File: config.mk
export PLATFORM = sky130hd
export DESIGN_NAME = output_argmax_tracker
export DESIGN_NICKNAME = d
export VERILOG_FILES = /design/src/rtl/output_argmax_tracker.sv
export SDC_FILE = /design/constraint.sdc
export NUM_CORES = 1
export LEC_CHECK = 0
export BUFFER_PORTS_ARGS = -buffer_cell sky130_fd_sc_hd__clkbuf_2
export CORE_MARGIN = 5
export CORE_UTILIZATION = 50
export DETAILED_ROUTE_END_ITERATION = 8
export GPL_ROUTABILITY_DRIVEN = 1
export PLACE_DENSITY = 0.86
export SLEW_MARGIN = 25
export SYNTH_ARGS = -nofsm -noshare
export SYNTH_HDL_FRONTEND = slang
export SYNTH_SLANG_ARGS = --single-unit
File: constraint.sdc
create_clock -name clk -period 2.6 [get_ports clk]
set_input_delay 0.26 -clock clk [delete_from_list [all_inputs] [get_ports clk]]
set_output_delay 0.26 -clock clk [all_outputs]
set_load 0.1 [all_outputs]
File: src/rtl/output_argmax_tracker.sv
// Streaming argmax and accuracy tracker for the output layer: finds the strongest output neuron
// over one cycle block, compares it with the ideal answer and keeps saturating counters.
module output_argmax_tracker #(
    parameter int unsigned width = 10,
    parameter int unsigned zbyfi = 1,
    parameter int unsigned cpc   = 18,
    parameter int unsigned skip  = 2,
    parameter int unsigned p     = 16,
    parameter int unsigned cntw  = 16
) (
    input  logic                     clk,
    input  logic                     reset,
    input  logic [$clog2(cpc)-1:0]   cycle_index,
    input  logic [width*zbyfi-1:0]   act_in,
    input  logic [zbyfi-1:0]         ans_in,
    input  logic                     count_clr,
    output logic                     out_valid,
    output logic [p-1:0]             out_onehot,
    output logic [$clog2(p)-1:0]     out_index,
    output logic                     correct,
    output logic [cntw-1:0]          sample_count,
    output logic [cntw-1:0]          correct_count
);

    localparam int unsigned iw = $clog2(p);
    localparam int unsigned lw = (zbyfi > 1) ? $clog2(zbyfi) : 1;
    localparam logic signed [width-1:0] MostNeg = {1'b1, {(width-1){1'b0}}};

    if (p != zbyfi * (cpc - skip)) begin : g_bad_cfg
        $error("output_argmax_tracker: p must equal zbyfi*(cpc-skip)");
    end

    logic signed [width-1:0] smax_q, smax_d;
    logic [iw-1:0]           spos_q, spos_d;
    logic [iw-1:0]           apos_q, apos_d;
    logic                    aseen_q, aseen_d;

    logic                    out_valid_q;
    logic [p-1:0]            out_onehot_q;
    logic [iw-1:0]           out_index_q;
    logic                    correct_q;
    logic [cntw-1:0]         sample_count_q;
    logic [cntw-1:0]         correct_count_q;

    logic signed [width-1:0] lane_max;
    logic [lw-1:0]           lane_pos;
    logic [lw-1:0]           ans_lane;
    logic                    ans_any;
    logic                    data_cyc;
    logic                    block_end;
    logic [iw-1:0]           base_idx;

    logic signed [width-1:0] cand_max;
    logic [iw-1:0]           cand_pos;
    logic [iw-1:0]           cand_apos;
    logic                    cand_aseen;
    logic                    cand_correct;

    // Lane compare: strict greater-than keeps the lowest lane on ties.
    always_comb begin
        lane_max = $signed(act_in[width-1:0]);
        lane_pos = '0;
        for (int k = 1; k < int'(zbyfi); k++) begin
            if ($signed(act_in[width*k +: width]) > lane_max) begin
                lane_max = $signed(act_in[width*k +: width]);
                lane_pos = lw'(k);
            end
        end
    end

    // Lowest set answer lane in this clock.
    always_comb begin
        ans_any  = |ans_in;
        ans_lane = '0;
        for (int k = int'(zbyfi) - 1; k >= 0; k--) begin
            if (ans_in[k]) begin
                ans_lane = lw'(k);
            end
        end
    end

    always_comb begin
        data_cyc  = (32'(cycle_index) >= skip);
        block_end = (32'(cycle_index) == cpc - 1);
        base_idx  = iw'((32'(cycle_index) - skip) * zbyfi);
    end

    // Merge this clock's lanes into the running state; at block end this is the final result.
    always_comb begin
        cand_max   = smax_q;
        cand_pos   = spos_q;
        cand_apos  = apos_q;
        cand_aseen = aseen_q;
        if (data_cyc) begin
            if (lane_max > smax_q) begin
                cand_max = lane_max;
                cand_pos = base_idx + iw'(lane_pos);
            end
            if (!aseen_q && ans_any) begin
                cand_apos  = base_idx + iw'(ans_lane);
                cand_aseen = 1'b1;
            end
        end
        cand_correct = cand_aseen && (cand_apos == cand_pos);

        smax_d  = cand_max;
        spos_d  = cand_pos;
        apos_d  = cand_apos;
        aseen_d = cand_aseen;
        if (block_end) begin
            smax_d  = MostNeg;
            spos_d  = '0;
            apos_d  = '0;
            aseen_d = 1'b0;
        end
    end

    always_ff @(posedge clk) begin
        if (reset) begin
            smax_q          <= MostNeg;
            spos_q          <= '0;
            apos_q          <= '0;
            aseen_q         <= 1'b0;
            out_valid_q     <= 1'b0;
            out_onehot_q    <= '0;
            out_index_q     <= '0;
            correct_q       <= 1'b0;
            sample_count_q  <= '0;
            correct_count_q <= '0;
        end else begin
            smax_q      <= smax_d;
            spos_q      <= spos_d;
            apos_q      <= apos_d;
            aseen_q     <= aseen_d;
            out_valid_q <= block_end;
            if (block_end) begin
                out_index_q  <= cand_pos;
                out_onehot_q <= {{(p-1){1'b0}}, 1'b1} << cand_pos;
                correct_q    <= cand_correct;
            end
            // Clear beats a coincident result, so that sample is dropped from the counts.
            if (count_clr) begin
                sample_count_q  <= '0;
                correct_count_q <= '0;
            end else if (block_end) begin
                if (sample_count_q != '1) begin
                    sample_count_q <= sample_count_q + 1'b1;
                end
                if (cand_correct && (correct_count_q != '1)) begin
                    correct_count_q <= correct_count_q + 1'b1;
                end
            end
        end
    end

    assign out_valid     = out_valid_q;
    assign out_onehot    = out_onehot_q;
    assign out_index     = out_index_q;
    assign correct       = correct_q;
    assign sample_count  = sample_count_q;
    assign correct_count = correct_count_q;

endmodule

==> results of run 1 <==
==> critical path, cell delays in order, from the launching register on <==
cell and delay [ps]:
dfxtp_2 360, inv_2 60, ha_4 230, nor2b_4 120, o211ai_1 250, o211ai_1 310
nand2_2 250, a22oi_2 100, a2111o_1 480, buf_4 160, buf_6 120, clkbuf_16 160
o31ai_4 240, a21oi_1 90
==> metrics by stage <==
stage | utilization | total power, mW | TNS, ps
5_1_grt | 0.744 | 3.98 | -9950
3_3_place_gp | 0.625 | 2.31 | -3440
6_report | 0.744 | 3.83 | -8060
4_1_cts | 0.701 | 3.49 | -4270
3_5_place_dp | 0.625 | 2.36 | -4360
2_1_floorplan | - | 2.01 | -482
==> logic make-up (layout without fill, tap and decap cells) <==
family / after synthesis / after routing / synth area share
XOR/XNOR: 16 / 16 / 0.0378
AND/OR/NAND/NOR: 175 / 175 / 0.235
buffers and inverters: 46 / 166 / 0.0543
flip-flops: 73 / 73 / 0.394
adder cells (fa/ha/maj): 13 / 13 / 0.0438
multiplexers: 3 / 3 / 0.00809
AO/OA/AOI/OAI: 123 / 125 / 0.227
==> per-layer routing <==
layer	vias to the layer above	routed length, um	GRT usage
met2	290	6230	0.447
met5	-	0	0
li1	1883	-	-
met1	1944	4900	0.302
met3	77	1130	0.0586
met4	0	719	0.132
==> cells in the final DEF, fill, tap and decap left out, types with 4 or more instances in the layout <==
cell type,n
clkbuf_2,72
buf_4,48
nand2_1,44
dfxtp_1,43
nor2_1,36
a21oi_1,35
dfxtp_2,30
nand3_1,17
nor3_1,11
inv_1,10
xor2_1,10
ha_4,10
or4_1,9
clkbuf_8,9
buf_6,9
nand4_1,8
a22o_1,8
o21ai_1,8
inv_2,7
o31ai_4,7
o21ai_0,7
and3_1,7
xnor2_1,6
o31ai_2,5
or3_1,5
o21a_1,4
o31ai_1,4
nor3_2,4
a211oi_1,4
==> final timing paths <==
check	start	endpoint	slack, ps	depth (start not counted)
worst max-delay path	smax_q[1]	correct_count[3]	-500	13
worst min-delay path	act_in[4]	smax_q[4]	160	3
worst max register to register	smax_q[1]	correct_count[3]	-500	13
worst min register to register	out_onehot[7]	out_onehot[7]	450	2
==> what timing repair did <==
| action | CTS | global route |
|---|---|---|
| resized for setup | 52 | 51 |
| setup buffers | 11 | 6 |
| hold buffers | 0 | 0 |
| gates cloned | 3 | 1 |
| pin swaps | 12 | 17 |
| endpoints found under the setup margin | 17 | 34 |
==> power by group <==
| part | switching [mW] | leakage [nW] | internal (mW) | total (mW) |
|---|---|---|---|---|
| sequential | 0.0832 | 0.606 | 1.19 | 1.27 |
| combinational | 0.959 | 1.41 | 0.747 | 1.71 |
| clock | 0.420 | 0.0864 | 0.438 | 0.858 |
==> sequential cells by signal, indices dropped and copies added (netlist names), 4 cells and up <==
| signal | flops |
|---|---|
| apos_q | 4 |
| correct_count | 16 |
| out_index | 4 |
| out_onehot | 16 |
| sample_count | 16 |
| smax_q | 10 |
| spos_q | 4 |
==> cell type report <==
cell class / count / area [um^2]
multi-input combinational: 332 / 2620
timing repair buffer: 133 / 910
clock inverter: 3 / 42.5
clock buffer: 12 / 135
sequential: 73 / 1500
tap: 99 / 124
inverter: 18 / 70.1
fill: 500 / 1860
==> results.cfg, run 1 <==
[sta]
rsz0062_at_grt = true
timing.final.max_slew_violations = 0
period_needed_ps = 3100
relSlewSlack = 0.329
fin_worst_skew_ps = 13.2
worst_slack_ps = -498
worst_pin_slew_ps = 998
fin_crit_sh = 1.19
finalHoldViolCount = 0
fmax_mhz = 323
whs_ps = 155
setup_viol = 24

[die]
core.rowCount = 31
die-width_um = 96.1
die_height_um = 96.1
dieArea_um2 = 9240
ioPinCount = 73
core_area_um2 = 7250
start_util = 0.511

[placed_design]
numPortBuffers = 72
pre_cts_ws_ps = -324
placed_area_um2 = 4540
globalplace.congestion = 0.869
hpwl_um = 7140
dp_cells = 636

[synthesis]
synth_cell_types = 55
yosysMostFrequentCell = dfxtp_1
ys_seq_area_frac = 0.394
synth_area_um2 = 3710
synth_area_leader_cell = dfxtp_1
synth_nets = 481
synth_edf_count = 0
async_flop_share = 0
yosysWarnings = 0
synth_common_cells = dfxtp_1, nand2_1, a21oi_1, nor2_1, clkbuf_1
synth_area_leaders = dfxtp_1, a21oi_1, nand2_1
synth_top_flop_cell = dfxtp_1
ys_seq_elements = 73
synthCells = 449
synth_top_area_frac = 0.394
avgSynthCellArea_um2 = 8.26

[worst_hold_path]
hold_path_class = primary input to register

[finish]
fin_nets = 599
design_area_um2 = 5400
drive_gt1_frac = 0.455
fin_cells = 670
antenna_cells = 0
area_growth_syn_to_layout_pct = 45.5

[clock_network]
clockBufferDepth = 2
clk_latency_ps = 360
clkSinkCount = 73
cts_buffers = 9
cts_tree = built
clockRootBuffer = clkbuf_8
clkSlewWorstSetupHoldPaths_ps = 80
h-tree-depth = 3

[critical_path]
crit_path_end_kind = register
required_ps = 2800
path_class = register to register
start_kind = register
worstPathArrival_ps = 3300
crit_fanout = 6

[route]
post_drt_wl_per_cell_um = 19.4
final_antenna_net_count = 0
drt_first_pass_iters = 7
drt_wl_total_um = 13000
drc = 0
drt_iter0_drc = 425
vias_per_cell = 6.26
via_count = 4194

[global_routing]
first_global_vias = 4088
antenna_found_initial = 0
gr-total-overflow = 0
grt_max_degree = 33
grt_usage = 0.261
grt_pass1_wl_um = 18900

[pwr]
power_density_nw_per_um2 = 710
p_leak_nw = 2.10
ir_drop_v = 0.000334

[run]
max_cap_viol_count = 0

[outcome]
violations = setup timing
outcome = complete, but fails checks
(Power assumes the default switching activity.)
==> run 2, diff against run 1 <==
--- a/config.mk
+++ b/config.mk
@@ -11,7 +11,7 @@
 export DETAILED_ROUTE_END_ITERATION = 8
 export GPL_ROUTABILITY_DRIVEN = 1
 export PLACE_DENSITY = 0.86
-export SLEW_MARGIN = 25
+export REMOVE_ABC_BUFFERS = 1
 export SYNTH_ARGS = -nofsm -noshare
 export SYNTH_HDL_FRONTEND = slang
 export SYNTH_SLANG_ARGS = --single-unit
==> run 2 against run 1 <==
Net effect: critical path type unchanged; final cell count is 2.5% lower; clock skew is essentially flat; non-clock buffer count is 16 lower; the flow still finishes with violations (setup timing); sequential share of layout area up 2.7 points; sequential power about the same; flip-flop and latch count unchanged; clock power is 19% higher; design area is 11% lower; hold slack got worse by 11 ps; first-iteration DRC count is 58% lower.
==> results.cfg, run 2 (synthesized netlist as in run 1, its figures left out) <==
[outcome]
outcome = complete, but fails checks
violations = setup timing

[die]
die-width_um = 96.1
dieArea_um2 = 9240
core.rowCount = 31
start_util = 0.511
ioPinCount = 73
die_height_um = 96.1
core_area_um2 = 7250

[global_routing]
antenna_found_initial = 0
grt_pass1_wl_um = 15800
grt_max_degree = 33
grt_usage = 0.216
first_global_vias = 3636
gr-total-overflow = 0

[route]
final_antenna_net_count = 0
drt_wl_total_um = 10100
vias_per_cell = 5.79
via_count = 3779
drt_first_pass_iters = 5
drt_iter0_drc = 179
post_drt_wl_per_cell_um = 15.5
drc = 0

[finish]
multi_input_area_um2 = 2210
final_cell_mix = clkbuf_2, dfxtp_1, nand2_1
fillerInstances = 612
drive_gt1_frac = 0.312
area_growth_syn_to_layout_pct = 30.1
ff_latch_area_um2 = 1470
final_common_cell = clkbuf_2
fin_nets = 581
antenna_cells = 0

[clock_network]
cts_tree = built
clockBufferDepth = 2
clockRootBuffer = clkbuf_8
clkSlewWorstSetupHoldPaths_ps = 80
clk_latency_ps = 340
cts_buffers = 9
clkSinkCount = 73
h-tree-depth = 3
hold_buffers = 0

[sta]
finalHoldViolCount = 0
setup_viol = 16
fin_worst_skew_ps = 12.8
fmax_mhz = 333
fin_crit_sh = 1.16
timing.final.max_slew_violations = 0
rsz0062_at_grt = true
tns_ps = -4630
period_needed_ps = 3000
relSlewSlack = 0.215
whs_ps = 144
worst_slack_ps = -404
worst_pin_slew_ps = 1170

[placed_design]
hpwl_um = 7000
globalplace.congestion = 0.939
numPortBuffers = 72

[pwr]
p_clk_frac = 0.297
power.internal_mw = 2.24
finalPower_mw = 3.42
ir_drop_v = 0.000365
power_density_nw_per_um2 = 709
netSwitchingPower_mw = 1.19
p_comb_frac = 0.338
p_leak_nw = 1.94
pwr-share-seq = 0.364
switching_share = 0.347

[worst_hold_path]
hold_path_class = primary input to register

[critical_path]
crit_fanout = 27
worstPathArrival_ps = 3270
crit_path_end_kind = register
required_ps = 2860
start_kind = register
path_class = register to register

[run]
max_cap_viol_count = 0
run 2: cell types whose count changed in the layout (fill, tap and decap cells not counted), moves of 4 or more:
| cell | previous run | this run |
|---|---|---|
| buf_4 | 48 | 42 |
| buf_6 | 9 | 1 |
| dfxtp_1 | 43 | 67 |
| dfxtp_2 | 30 | 6 |
| ha_1 | 3 | 7 |
| ha_4 | 10 | 6 |
| inv_1 | 10 | 14 |
| nor3_1 | 11 | 15 |
| o21ai_0 | 7 | 16 |
| o21ai_1 | 8 | 2 |
| o31ai_1 | 4 | 15 |
| o31ai_2 | 5 | 1 |
| o31ai_4 | 7 | 0 |
run 2: area by class of cell:
| type | count | share of cell area |
|---|---|---|
| Clock buffer | 10 | 0.0285 |
| Tap cell | 99 | 0.0257 |
| Sequential cell | 73 | 0.304 |
| Timing Repair Buffer | 117 | 0.152 |
| Multi-Input combinational cell | 330 | 0.457 |
| Inverter | 18 | 0.0140 |
| Clock inverter | 6 | 0.0187 |
run 2: per-stage QoR:
stage / util / instances / setup WS (ps) / cell area (um^2)
final: 0.666 / 653 / -404 / 4830
after CTS: 0.651 / 649 / -294 / 4720
after floorplan: - / 421 / -656 / 3580
after detailed placement: 0.602 / 631 / -389 / 4370
after global routing: 0.666 / 653 / -495 / 4830
after global placement: 0.602 / 631 / -315 / 4370
run 2: path summary, 6_finish.rpt:
kind,to,start,slack [ps],cells past startpoint
worst min register to register,smax_q[3],smax_q[3],460,2
worst max register to register,correct_count[6],smax_q[3],-400,11
worst min-delay path,smax_q[0],act_in[0],140,3
worst max-delay path,correct_count[6],smax_q[3],-400,11
run 2: power by group through the flow:
stage / Combinational, mW / Sequential, mW / Clock, mW
final: 1.16 / 1.25 / 1.02
after global routing: 1.26 / 1.25 / 1.09
after CTS: 1.07 / 1.24 / 1.03
after detailed placement: 0.992 / 1.26 / 0
after global placement: 0.958 / 1.26 / 0
after floorplan: 0.585 / 1.27 / 0
run 2: timing repair:
action                     in CTS  in global routing
pin swaps                       4                 10
cloned                          0                  1
resized for setup              21                 11
buffers inserted                2                  3
setup endpoints to repair      17                 21
run 2: layer usage:
layer / share of wire / routed length (um) / GRT usage / vias up
met5: 0 / 0 / 0 / -
met4: 0.026 / 267 / 0.117 / 0
met3: 0.058 / 584 / 0.0438 / 29
met2: 0.50 / 5070 / 0.373 / 136
met1: 0.41 / 4180 / 0.248 / 1775
li1: - / - / - / 1839
run 2: worst max-delay path: stages, from the launching register on:
cell and delay (ps):
dfxtp_2 330, inv_1 40, ha_1 290, and4_4 230
nand4_1 200, o211a_4 230, buf_6 120, a211oi_1 300
o32ai_2 160, a31o_4 330, or4_1 520, a21oi_1 170
==> run 3, diff against run 2 <==
--- a/config.mk
+++ b/config.mk
@@ -9,8 +9,8 @@
 export CORE_MARGIN = 5
 export CORE_UTILIZATION = 50
 export DETAILED_ROUTE_END_ITERATION = 8
-export GPL_ROUTABILITY_DRIVEN = 1
-export PLACE_DENSITY = 0.86
+export GPL_ROUTABILITY_DRIVEN = 0
+export PLACE_DENSITY = 0.83
 export REMOVE_ABC_BUFFERS = 1
 export SYNTH_ARGS = -nofsm -noshare
 export SYNTH_HDL_FRONTEND = slang
==> constraint.sdc (replaced) <==
create_clock -name clk -period 3.6 [get_ports clk]
set_input_delay 0.36 -clock clk [delete_from_list [all_inputs] [get_ports clk]]
set_output_delay 0.36 -clock clk [all_outputs]
set_load 0.1 [all_outputs]
==> run 3 against run 2 <==
Net effect: the flow now finishes without violations; final cell count shrank 6.0%; sequential power shrank 28%; global-route usage shrank 2.1 points; core utilization shrank 6.8 points; maximum frequency shrank 4.5%; clock power shrank 29%; worst setup slack gained 860 ps.
==> results.cfg, run 3 (synthesized netlist as in run 1, its figures left out) <==
[critical_path]
crit_fanout = 27
crit_path_end_kind = register
r2r_slack_ps = 450
path_class = register to register
worstReg2RegStart = smax_q[9]
required_ps = 3880
reg2regPathDepth = 10
worstPathArrival_ps = 3430
critPathLaunch = smax_q[9]
start_kind = register
crit_end = correct_count[7]
reg2reg_to = correct_count[7]

[sta]
worst_pin_slew_ps = 735
fmax_mhz = 318
timing.final.max_slew_violations = 0
fin_worst_skew_ps = 16.0
finalHoldViolCount = 0
whs_ps = 245
worst_slack_ps = 454
fin_crit_sh = 0.874
setup_viol = 0
relSlewSlack = 0.497
period_needed_ps = 3150
rsz0062_at_grt = false
tns_ps = 0

[finish]
final_cell_mix = dfxtp_1, clkbuf_2, nand2_1
final_common_cell = dfxtp_1
final_util = 0.597
antenna_cells = 0
area_growth_syn_to_layout_pct = 16.8
fin_cells = 614
fin_nets = 542
drive_gt1_frac = 0.210

[worst_hold_path]
hold_path_class = primary input to register

[global_routing]
first_global_vias = 3214
grt_pass1_wl_um = 14600
gr-total-overflow = 0
antenna_found_initial = 0
grt_max_degree = 33
grt_usage = 0.195

[pwr]
power_density_nw_per_um2 = 513
p_leak_nw = 1.72
ir_drop_v = 0.000270

[placed_design]
dp_cells = 598
hpwl_um = 6390
pre_cts_ws_ps = 347
numPortBuffers = 72

[route]
final_antenna_net_count = 0
drt_wl_total_um = 8710
drt_first_pass_iters = 5
drt_iter0_drc = 175
vias_per_cell = 5.72
via_count = 3511
drc = 0
post_drt_wl_per_cell_um = 14.2

[clock_network]
hold_buffers = 0
cts_buffers = 9
clockBufferDepth = 2
cts_setup_buffers = 0
clockRootBuffer = clkbuf_8
clk_latency_ps = 350
cts_tree = built
cts-resized-gates = 0
clkSlewWorstSetupHoldPaths_ps = 90
clkSinkCount = 73
h-tree-depth = 3

[die]
start_util = 0.511
core.rowCount = 31
die_height_um = 96.1
die-width_um = 96.1
dieArea_um2 = 9240
ioPinCount = 73
core_area_um2 = 7250

[run]
max_cap_viol_count = 0

[outcome]
outcome = finished, final reports clean
==> run 3: cell count changes in the layout (fill, tap and decap cells not counted), sizes merged <==
cell / change
buf: -38
clkbuf: -1
==> run 3: report_power, final <==
group | switching, mW | internal, mW
clock | 0.315 | 0.411
sequential | 0.0418 | 0.853
combinational | 0.403 | 0.198
total | 0.760 | 1.46
==> run 3: area by class of cell <==
cell class | instances | area [um^2]
tap | 99 | 124
fill | 700 | 2920
inverter | 18 | 67.6
sequential | 73 | 1460
clock inverter | 6 | 90.1
timing repair buffer | 78 | 405
clock buffer | 10 | 138
multi-input combinational | 330 | 2050
==> run 3: metal layers <==
layer  track usage  vias up  wire, um
met5             0        -         0
met4        0.0735        0       125
met3        0.0430       17       540
met2         0.315      112      4010
met1         0.255     1626      4030
li1              -     1756         -
==> run 3: per-stage QoR <==
| stage | instance area, um^2 | power, mW |
|---|---|---|
| floorplan | 3580 | 1.34 |
| global placement | 4110 | 1.49 |
| detailed placement | 4110 | 1.51 |
| CTS | 4330 | 2.23 |
| global route | 4330 | 2.36 |
| finish | 4330 | 2.22 |
==> run 3: worst min path at each step <==
stage,start,cells past startpoint,end
global route,act_in[1],3,smax_q[1]
detailed placement,out_onehot[15],2,out_onehot[15]
finish,act_in[7],3,smax_q[7]
global placement,out_onehot[15],2,out_onehot[15]
CTS,act_in[7],3,smax_q[7]
floorplan,reset,1,correct
==> run 3: worst max-delay path, cell delays in order (launching register included) <==
cell     delay (ps)
dfxtp_1         310
inv_1            50
ha_1            380
a21oi_2         270
o211a_1         200
o211a_2         290
nor2_1           80
or3_1           400
a31o_2          420
or4_1           520
a21oi_1         150
